$ cat config.mk
export PLATFORM = sky130hd
export DESIGN_NAME = exe_hazard_ctrl
export DESIGN_NICKNAME = d
export VERILOG_FILES = /design/src/rtl/exe_hazard_ctrl.sv
export SDC_FILE = /design/constraint.sdc
export NUM_CORES = 1
export LEC_CHECK = 0
export ABC_AREA = 1
export CAP_MARGIN = 20
export CELL_PAD_IN_SITES_DETAIL_PLACEMENT = 1
export CELL_PAD_IN_SITES_GLOBAL_PLACEMENT = 1
export CORE_MARGIN = 8
export CORE_UTILIZATION = 17
export CTS_CLUSTER_SIZE = 10
export DETAILED_ROUTE_END_ITERATION = 12
export PLACE_DENSITY = 0.84
export SYNTH_ARGS = -nofsm -noshare
export SYNTH_HDL_FRONTEND = slang
export SYNTH_SLANG_ARGS = --single-unit
$ cat constraint.sdc
create_clock -name clk -period 2.9 [get_ports clk]
set_input_delay 0.58 -clock clk [delete_from_list [all_inputs] [get_ports clk]]
set_output_delay 0.58 -clock clk [all_outputs]
set_load 0.01 [all_outputs]
$ cat src/rtl/exe_hazard_ctrl.sv
// EXE-stage sequencing: MUL hold, load-use interlock,
// taken-branch flush and HALT freeze for PC, IF/ID and ID/EX.
module exe_hazard_ctrl #(
  parameter int MUL_LAT = 4,
  parameter int REG_W   = 5
) (
  input  logic        clk,
  input  logic        rst_n,
  input  logic [31:0] ir_id,
  input  logic        id_valid,
  input  logic [31:0] ir_ex,
  input  logic        ex_valid,
  input  logic        br_taken,
  output logic        pc_stall,
  output logic        ifid_stall,
  output logic        ifid_flush,
  output logic        idex_stall,
  output logic        idex_flush,
  output logic        exmem_bubble,
  output logic        halted
);

  localparam logic [5:0] OP_LW   = 6'b100000;
  localparam logic [5:0] OP_SW   = 6'b100001;
  localparam logic [5:0] OP_HALT = 6'b111111;
  localparam logic [3:0] MUL_INIT = 4'(MUL_LAT - 2);

  typedef enum logic [1:0] {
    S_RUN,
    S_MUL,
    S_HALT
  } state_t;

  state_t     state, state_n;
  logic [3:0] mul_cnt, cnt_n;

  logic [5:0]       op_id, op_ex;
  logic [REG_W-1:0] rs_id, rt_id, rt_ex;
  logic             rs_used, rt_used;
  logic             ex_halt, ex_br, ex_mul, ex_lw;
  logic             halt_ev, br_ev, mul_ev, lu_ev;
  logic             unused;

  assign op_id = ir_id[31:26];
  assign op_ex = ir_ex[31:26];
  assign rs_id = ir_id[25 -: REG_W];
  assign rt_id = ir_id[20 -: REG_W];
  assign rt_ex = ir_ex[20 -: REG_W];
  assign unused = ^{ir_id[15:0], ir_ex[25:21], ir_ex[15:0]};

  assign rs_used = (op_id != OP_HALT);
  assign rt_used = (op_id[5:4] == 2'b00) || (op_id == OP_SW);

  assign ex_halt = (op_ex == OP_HALT);
  assign ex_br   = (op_ex[5:1] == 5'b11010);
  assign ex_mul  = !op_ex[5] && (op_ex[3:0] == 4'd2);
  assign ex_lw   = (op_ex == OP_LW);

  assign halt_ev = ex_valid && ex_halt;
  assign br_ev   = ex_valid && ex_br && br_taken;
  assign mul_ev  = ex_valid && ex_mul && (MUL_LAT > 1);
  assign lu_ev   = ex_valid && ex_lw && id_valid &&
                   (rt_ex != '0) &&
                   ((rs_used && rs_id == rt_ex) ||
                    (rt_used && rt_id == rt_ex));

  always_ff @(posedge clk) begin
    if (!rst_n) begin
      state   <= S_RUN;
      mul_cnt <= '0;
    end else begin
      state   <= state_n;
      mul_cnt <= cnt_n;
    end
  end

  always_comb begin
    state_n      = state;
    cnt_n        = mul_cnt;
    pc_stall     = 1'b0;
    ifid_stall   = 1'b0;
    ifid_flush   = 1'b0;
    idex_stall   = 1'b0;
    idex_flush   = 1'b0;
    exmem_bubble = 1'b0;
    halted       = 1'b0;
    if (rst_n) begin
      unique case (state)
        S_RUN: begin
          if (halt_ev) begin
            state_n    = S_HALT;
            pc_stall   = 1'b1;
            ifid_flush = 1'b1;
            idex_flush = 1'b1;
          end else if (br_ev) begin
            ifid_flush = 1'b1;
            idex_flush = 1'b1;
          end else if (mul_ev) begin
            state_n      = S_MUL;
            cnt_n        = MUL_INIT;
            pc_stall     = 1'b1;
            ifid_stall   = 1'b1;
            idex_stall   = 1'b1;
            exmem_bubble = 1'b1;
          end else if (lu_ev) begin
            pc_stall   = 1'b1;
            ifid_stall = 1'b1;
            idex_flush = 1'b1;
          end
        end
        S_MUL: begin
          // count 0 is the final EXE cycle: result leaves this cycle
          if (mul_cnt != '0) begin
            cnt_n        = mul_cnt - 4'd1;
            pc_stall     = 1'b1;
            ifid_stall   = 1'b1;
            idex_stall   = 1'b1;
            exmem_bubble = 1'b1;
          end else begin
            state_n = S_RUN;
          end
        end
        S_HALT: begin
          pc_stall   = 1'b1;
          ifid_stall = 1'b1;
          idex_stall = 1'b1;
          halted     = 1'b1;
        end
        default: begin
          state_n = S_RUN;
          cnt_n   = '0;
        end
      endcase
    end
  end

endmodule

==> out/qor.yml, run 1 <==
floorplanning:
  die_height_um: 81.1
  io_pins: 76
  rows: 23
  die-area_um2: 6580
  die_w_um: 81.1
  core_area_um2: 4030
  start_util_pct: 17.9
route:
  ant_nets: 0
  drt-pass1-iter-count: 4
  num_vias: 959
  drt_wl_total_mm: 2.52
  via_per_inst: 4.06
  drc: 0
  wl_per_cell_um: 10.7
  drt_first_iter_violations: 7
placement:
  post-place-ws_ns: -0.219
  gp_congestion: 0.736
  dp_hpwl_mm: 2.26
  port_buffers: 38
sta:
  fin_crit_ns: 2.74
  setup-tns-final_ns: 0
  timing.final.crit_share_pct: 94.3
  skew_ns: 0.00296
  final-setup-viol-count: 0
  finalHoldViolations: 0
  worstMarginPinSlew_ns: 0.355
  rsz0062_at_grt: "false"
  layout_setup_ws_ns: 0.165
  finalMaxSlewViolations: 0
  relSlewSlack_pct: 76.3
  fmaxAchievable_mhz: 366
power:
  p_per_area_nw_per_um2: 245
  p_comb_share_pct: 34.0
  seqPwrFrac_pct: 27.0
  internal-power_uw: 238
  switching_power_uw: 79.7
  peakVddDrop_uv: 158
  switching_share_pct: 25.1
  clkPwrFrac_pct: 39.0
  p_leak_nw: 0.665
clock_tree:
  insertion_delay_ns: 0.22
  clkTransAtPathRegs_ns: 0.04
  cts_setup_buffers: 0
  root_buffer: "clkbuf_8"
  clock_path_buffers: 2
  holdBufCountCts: 0
  tritoncts: "yes"
  clock_sinks: 6
  cts-buffers-inserted: 3
  htreeDepth: 1
synth:
  yosys.area_share.adder_pct: 3.47
  ys_types: 23
  syn_inst: 133
  syn_area_per_cell_um2: 5.42
  yosysWarnings: 0
  synth-seq-cells: 6
  synthMuxAreaShare_pct: 0
  synth_top_family_by_area: "simple AND/OR/NAND/NOR gates"
  synth-compound-area-share_pct: 9.03
  syn_nets: 204
  syn_area_um2: 721
  synthXorXnorAreaFrac_pct: 8.51
  seq_area_frac_synth_pct: 16.7
  yosys.area_share.simple_pct: 47.7
global_route:
  grt_max_degree: 10
  antenna_found_initial: 0
  grtUsageTotal_pct: 7.88
  grt-ovfl-total: 0
  grt_pass1_wl_mm: 4.18
  grt_pass1_vias: 1021
setup_path:
  end_kind: "output port"
  critPathKind: "input pin to output port"
  required_ns: 2.32
  cp.arrival_ns: 2.16
  start_kind: "input pin"
  critical_path_peak_fanout: 3
layout:
  final_cell_mix: "nand2_1, clkdlybuf4s50_1, inv_1"
  layout.nets: 259
  drive_above_1_share_pct: 16.1
  diodes: 0
  final_common_cell: "nand2_1"
  area_growth_pct: 80.2
job:
  cap_violations: 0
worst_hold_path:
  worstHoldPathType: "register to register"
run_status:
  outcome: "finished, final reports clean"
worst max-delay path, cell delays in order:
cell	delay [ns]
clkdlybuf4s50_1	0.52
inv_1	0.07
nor4_2	0.28
buf_4	0.16
nand2_1	0.06
nand2_1	0.07
inv_1	0.05
nor2_1	0.08
dlygate4sd2_1	0.28
final timing paths:
kind              startpoint    endpoint  slack (ns)  cells after the start
setup reg to reg  mul_cnt[0]  mul_cnt[2]        1.54                      6
hold / removal    mul_cnt[0]  mul_cnt[0]        0.47                      2
hold reg to reg   mul_cnt[0]  mul_cnt[0]        0.47                      2
setup / recovery   ir_ex[26]  ifid_flush        0.16                      9
synthesized netlist by cell type (all sizes together):
library cell	number	share of area [%]
clkinv	1	0.52
o21ai	2	1.4
xor2	3	3.6
nor2	25	15
nand4	3	3.5
ha	2	3.5
dfxtp	6	17
nand3	7	5.6
nor3	3	2.1
xnor2	4	4.9
nand2	39	21
nor4	1	0.87
a21oi	9	6.8
o22ai	1	0.87
inv	27	14
power groups by stage:
stage                     combinational [mW]  sequential, mW  clock, mW
after CTS                              0.110          0.0859      0.128
after floorplan                       0.0384          0.0868          0
after global routing                   0.120          0.0860      0.132
after global placement                 0.106          0.0870          0
final                                  0.108          0.0859      0.124
after detailed placement               0.109          0.0871          0
metal layers:
layer	routed length, um	up-vias	GRT usage [%]
met4	8	0	1.61
met3	108	2	2.54
met2	1320	22	14.3
met5	0	-	0
li1	-	514	-
met1	1080	421	8.78
through the flow:
stage                     hold slack [ns]  util (%)  cell area [um^2]  cells  power, mW
after global placement              0.456      31.1              1250    233      0.193
after floorplan                     0.445         -               721    133      0.125
after global routing                0.517      32.2              1300    236      0.338
after CTS                           0.469      32.3              1300    236      0.324
after detailed placement            0.464      31.1              1250    233      0.196
final                               0.467      32.2              1300    236      0.318
final cells by class:
| class | instances | area, um^2 |
|---|---|---|
| multi-input combinational | 99 | 510 |
| timing repair buffer | 50 | 459 |
| inverter | 28 | 105 |
| sequential | 6 | 120 |
| tap | 50 | 62.6 |
| clock buffer | 3 | 41.3 |
| fill | 538 | 2730 |
cell families (layout without fill, tap and decap cells):
group	Yosys count	after routing
xor gates and xnor gates	7	7
buffers and inverters	28	81
DFF	6	6
and+or+nand+nor	78	78
adders and majority gates	2	2
AOI/OAI and AO/OA	12	12
registers in the layout, indices dropped and copies added, names as in the netlist:
signal   count
mul_cnt      4
state        2
timing repair:
action	4_1_cts	5_1_grt
gates resized for setup	6	9
hold endpoints to repair	0	0
setup endpoints to repair	6	5
(Power assumes the default switching activity.)
==> run 2: changes to the inputs <==
- SETUP_SLACK_MARGIN: default -> 0.3
==> run 2 against run 1 <==
- critical path depth down 5
- routed wire length up 5.8%
- global-route usage up 0.39 points
- cell area up 5.4%
- die area unchanged
- sequential power about the same
- clock-buffer cell count unchanged
- worst setup slack better by 0.22 ns
- sequential share of layout area down 0.47 points
- utilization up 1.7 points
- non-clock buffer count unchanged
- combinational power about the same
- largest power group unchanged
==> out/qor.yml, run 2 (synthesis gave the netlist of run 1 again) <==
route:
  num_vias: 969  # +1.0%
  via_per_inst: 4.11  # +1.0%
  wl_per_cell_um: 11.3  # +5.8%
  drc: 0  # unchanged
  drt_first_iter_violations: 11  # +4
  drt-pass1-iter-count: 6  # +2
  drt_wl_total_mm: 2.67  # +5.8%
  ant_nets: 0  # unchanged
sta:
  finalMaxSlewViolations: 0  # unchanged
  relSlewSlack_pct: 73.8  # -2.5 points
  worstMarginPinSlew_ns: 0.392  # +0.0372 ns
  fmaxAchievable_mhz: 397  # +8.7%
  rsz0062_at_grt: "false"
  finalHoldViolations: 0  # unchanged
  timing.final.crit_share_pct: 86.8  # -7.5 points
  fin_crit_ns: 2.52  # -0.218 ns
  final-setup-viol-count: 0  # unchanged
  layout_setup_ws_ns: 0.383  # +0.218 ns
  skew_ns: 0.00280  # -0.000161 ns
layout:
  area_growth_pct: 89.9
  diodes: 0  # unchanged
  fillers: 526  # -2.2%
  seq_area_um2: 120  # unchanged
  final_common_cell: "nand2_1"
  largest_reg_flops: 4  # unchanged
  top_regs: "mul_cnt: 4 flops, state: 2 flops"
  layout.nets: 259  # unchanged
  multiInputGateArea_um2: 566  # +11%
  final_cell_mix: "nand2_1, inv_1, nor2_1"
  drive_above_1_share_pct: 25.8  # +9.7 points
  regMostFlops: "mul_cnt"
worst_hold_path:
  worstHoldPathType: "register to register"
global_route:
  grt_pass1_vias: 1060  # +3.8%
  grt-ovfl-total: 0  # unchanged
  grtUsageTotal_pct: 8.27  # +0.39 points
  grt_max_degree: 10  # unchanged
  antenna_found_initial: 0  # unchanged
  grt_pass1_wl_mm: 4.37  # +4.4%
power:
  p_per_area_nw_per_um2: 230  # -5.9%
  total_power_uw: 315  # -0.79%
  peakVddDrop_uv: 158  # +0.30%
  p_leak_nw: 0.812  # +22%
placement:
  port_buffers: 38  # unchanged
  post-place-ws_ns: -0.219  # unchanged
  dp_hpwl_mm: 2.26  # unchanged
  gp_congestion: 0.736  # unchanged
clock_tree:
  clock_path_buffers: 2  # unchanged
  cts_setup_buffers: 0  # unchanged
  cts-buffers-inserted: 3  # unchanged
  clock_sinks: 6  # unchanged
  clkTransAtPathRegs_ns: 0.04  # about the same
  tritoncts: "yes"
  htreeDepth: 1  # unchanged
  root_buffer: "clkbuf_8"
  insertion_delay_ns: 0.22  # about the same
setup_path:
  cp_num_buf_inv: 3  # -2
  critical_path_peak_fanout: 9  # +6
  cp_common_cell: "clkdlybuf4s50_1"
  start_kind: "input pin"
  cp.arrival_ns: 1.94  # -0.22 ns
  critPathKind: "input pin to output port"
  cp_slowest_cell: "clkdlybuf4s50_1"
  end_kind: "output port"
  cp_top_family: "buffers and inverters"
  required_ns: 2.32  # about the same
  path_cells: "clkdlybuf4s50_1 -> clkinv_2 -> nor2_1 -> clkdlybuf4s50_1"
  slowest_delay_ns: 0.55  # +0.03 ns
floorplanning:
  io_pins: 76  # unchanged
  start_util_pct: 17.9  # unchanged
  die-area_um2: 6580  # unchanged
  rows: 23  # unchanged
  die_w_um: 81.1  # unchanged
  die_height_um: 81.1  # unchanged
  core_area_um2: 4030  # unchanged
run_status:
  outcome: "finished, final reports clean"
job:
  cap_violations: 0  # unchanged
-- run 2: final cells by class --
type,instances,share of cell area [%]
Clock buffer,3,3.02
Inverter,28,7.77
Multi-Input combinational cell,99,41.3
Sequential cell,6,8.78
Tap cell,50,4.57
Timing Repair Buffer,50,34.6
-- run 2: per-layer routing --
metal / part of all wire (%) / global-route usage (%) / up-vias / wire, um
met5: 0 / 0 / - / 0
met4: 0.30 / 1.61 / 0 / 8
li1: - / - / 512 / -
met2: 54 / 15.3 / 22 / 1430
met3: 4.0 / 2.54 / 2 / 107
met1: 42 / 9.03 / 433 / 1120
-- run 2: final timing paths --
kind,start,end,slack [ns],cells past startpoint
hold reg to reg,mul_cnt[0],mul_cnt[0],0.47,2
hold / removal,mul_cnt[0],mul_cnt[0],0.47,2
setup / recovery,rst_n,halted,0.38,4
setup reg to reg,mul_cnt[0],mul_cnt[2],1.55,6
-- run 2: tightest hold or removal path: cells and delay by family, from the launching register on --
kind / cells / cell delay, ns
flops: 1 / 0.30
simple gates: 1 / 0.06
compound gates: 1 / 0.05
-- run 2: power breakdown --
group	internal, mW	switching, mW	total [mW]
Combinational	0.0567	0.0488	0.106
Sequential	0.0849	0.000979	0.0859
Clock	0.0891	0.0347	0.124
-- run 2: per-stage QoR --
stage / util (%) / TNS, ns / hold slack (ns) / instance area, um^2 / cells
5_1_grt: 34.0 / 0 / 0.517 / 1370 / 236
6_report: 34.0 / 0 / 0.466 / 1370 / 236
4_1_cts: 32.0 / 0 / 0.469 / 1290 / 236
3_5_place_dp: 31.1 / -0.808 / 0.464 / 1250 / 233
2_1_floorplan: - / 0 / 0.445 / 721 / 133
3_3_place_gp: 31.1 / -0.688 / 0.456 / 1250 / 233
-- run 2: timing repair --
action                     in CTS  in global routing
setup endpoints to repair       7                  6
pin swaps                       7                 22
gates resized for setup        31                 38
hold buffers                    0                  0
==> run 3: changes to the inputs <==
- CORE_MARGIN: 8 -> 3
==> run 3 against run 2 <==
- clock skew hardly changed
- cell count is 0.42% higher
- global-route usage is 1.5 points higher
- sequential power hardly changed
- fmax is 0.46% lower
- critical path depth stayed put
- hold slack better by 0.0064 ns
- largest cell class unchanged
- largest power group unchanged
- highest routed layer is now met3
==> out/qor.yml, run 3 (synthesis gave the netlist of run 1 again) <==
run_status:
  outcome: "finished, final reports clean"
clock_tree:
  tritoncts: "yes"
  root_buffer: "clkbuf_8"
  clock_path_buffers: 2  # unchanged
  htreeDepth: 1  # unchanged
  insertion_delay_ns: 0.22  # about the same
  clock_sinks: 6  # unchanged
  cts-buffers-inserted: 3  # unchanged
  clkTransAtPathRegs_ns: 0.04  # about the same
setup_path:
  cp_slowest_cell: "clkdlybuf4s50_1"
  cp_top_family: "buffers and inverters"
  rrSetupSlack_ns: 1.52  # -0.03 ns
  critPathKind: "input pin to output port"
  cp_common_cell: "clkdlybuf4s50_1"
  required_ns: 2.32  # about the same
  path_cells: "clkdlybuf4s50_1 -> clkinv_2 -> nor2_1 -> clkdlybuf4s50_1"
  critical_path_peak_fanout: 9  # unchanged
  end_kind: "output port"
  start_kind: "input pin"
  slowest_delay_ns: 0.55  # about the same
  cp_num_buf_inv: 3  # unchanged
  cp.arrival_ns: 1.95  # about the same
sta:
  fin_crit_ns: 2.53  # +0.0115 ns
  timing.hold.ws_ns: 0.473  # +0.00642 ns
  worstMarginPinSlew_ns: 0.388  # -0.00418 ns
  skew_ns: 0.00242  # -0.000375 ns
  final-setup-viol-count: 0  # unchanged
  timing.final.crit_share_pct: 87.2  # +0.40 points
  finalMaxSlewViolations: 0  # unchanged
  fmaxAchievable_mhz: 395  # -0.46%
  rsz0062_at_grt: "true"
  finalHoldViolations: 0  # unchanged
  relSlewSlack_pct: 74.1  # +0.28 points
route:
  drt_wl_total_mm: 2.43  # -8.9%
  via_per_inst: 4.11  # +0.19%
  num_vias: 975  # +0.62%
  drt-pass1-iter-count: 2  # -4
  ant_nets: 0  # unchanged
  drc: 0  # unchanged
  wl_per_cell_um: 10.2  # -9.3%
  drt_first_iter_violations: 15  # +4
layout:
  fillers: 525  # -0.19%
  diodes: 0  # unchanged
  top_regs: "mul_cnt: 4 flops, state: 2 flops"
  regMostFlops: "mul_cnt"
  layout.nets: 260  # +0.39%
  fin_cells: 237  # +0.42%
  final_cell_mix: "nand2_1, inv_1, nor2_1"
  area_growth_pct: 93.2
  final_common_cell: "nand2_1"
  drive_above_1_share_pct: 24.1  # -1.7 points
  largest_reg_flops: 4  # unchanged
global_route:
  grt_pass1_wl_mm: 4.08  # -6.6%
  grt_pass1_vias: 983  # -7.3%
  grt_max_degree: 10  # unchanged
  antenna_found_initial: 0  # unchanged
  grtUsageTotal_pct: 9.77  # +1.5 points
  grt-ovfl-total: 0  # unchanged
power:
  peakVddDrop_uv: 154  # -2.7%
  total_power_uw: 317  # +0.63%
  p_leak_nw: 0.837  # +3.1%
  p_per_area_nw_per_um2: 228  # -1.1%
floorplanning:
  io_pins: 76  # unchanged
  die_height_um: 71.1  # -12%
  rows: 23  # unchanged
  die-area_um2: 5060  # -23%
  die_w_um: 71.1  # -12%
  start_util_pct: 17.8  # -0.13 points
  core_area_um2: 4060  # +0.71%
placement:
  gp_congestion: 0.798  # +8.4%
  dpl.cell_count: 232  # -0.43%
  dp_hpwl_mm: 2.01  # -11%
  port_buffers: 38  # unchanged
job:
  cap_violations: 0  # unchanged
worst_hold_path:
  worstHoldPathType: "register to register"
## run 3: cell count changes in the layout (fill, tap and decap cells not counted), sizes merged
cell / previous run / this run
buf: 16 / 18
clkbuf: 5 / 3
clkdlybuf4s15: 0 / 2
dlygate4sd2: 10 / 6
dlymetal6s2s: 18 / 21
## run 3: worst register-to-register path, delay by kind of cell (launching register included)
family / cells / cell delay [ns]
AND/OR/NAND/NOR: 5 / 0.69
buffers and inverters: 1 / 0.06
XOR/XNOR: 1 / 0.14
flip-flops: 1 / 0.37
## run 3: layout make-up
| class | count | area, um^2 | share of cell area [%] |
|---|---|---|---|
| inverters | 28 | 106 | 7.64 |
| repair buffers | 51 | 498 | 35.8 |
| clock buffers | 3 | 41.3 | 2.96 |
| well taps | 50 | 62.6 | 4.49 |
| flip-flops and latches | 6 | 120 | 8.63 |
| multi-input cells | 99 | 564 | 40.5 |
## run 3: per-stage QoR
stage / instance area (um^2) / setup TNS (ns) / setup slack, ns / utilization (%)
6_report: 1390 / 0 / 0.372 / 34.3
5_1_grt: 1390 / 0 / 0.291 / 34.3
4_1_cts: 1310 / 0 / 0.250 / 32.3
3_5_place_dp: 1250 / -0.741 / -0.209 / 30.7
3_3_place_gp: 1250 / -0.655 / -0.173 / 30.7
2_1_floorplan: 721 / 0 / 0.980 / -
## run 3: layer usage
metal / wire, um / part of all wire [%] / global-route usage [%] / vias to the layer above
li1: - / - / - / 514
met1: 1050 / 43 / 11.8 / 435
met2: 1260 / 52 / 17.7 / 26
met3: 115 / 4.7 / 2.56 / 0
met4: 0 / 0 / 1.25 / 0
met5: 0 / 0 / 0 / -
## run 3: what timing repair did
item                                    CTS  global route
hold buffers                              0             0
gates resized for setup                  37            32
endpoints found under the setup margin    7             6
buffers inserted                          2             0
pin swaps                                 5            24
## run 3: path summary, 6_finish.rpt
kind                            startpoint          to  cells past startpoint
worst max register to register    state[1]  mul_cnt[2]                      7
worst min-delay path            mul_cnt[0]  mul_cnt[0]                      2
worst min register to register  mul_cnt[0]  mul_cnt[0]                      2
worst max-delay path                 rst_n      halted                      4
## run 3: report_power, final
| part | internal [mW] | switching, mW | total [mW] |
|---|---|---|---|
| Clock | 0.0892 | 0.0368 | 0.126 |
| Sequential | 0.0848 | 0.00101 | 0.0859 |
| Combinational | 0.0572 | 0.0480 | 0.105 |
| Total | 0.231 | 0.0858 | 0.317 |
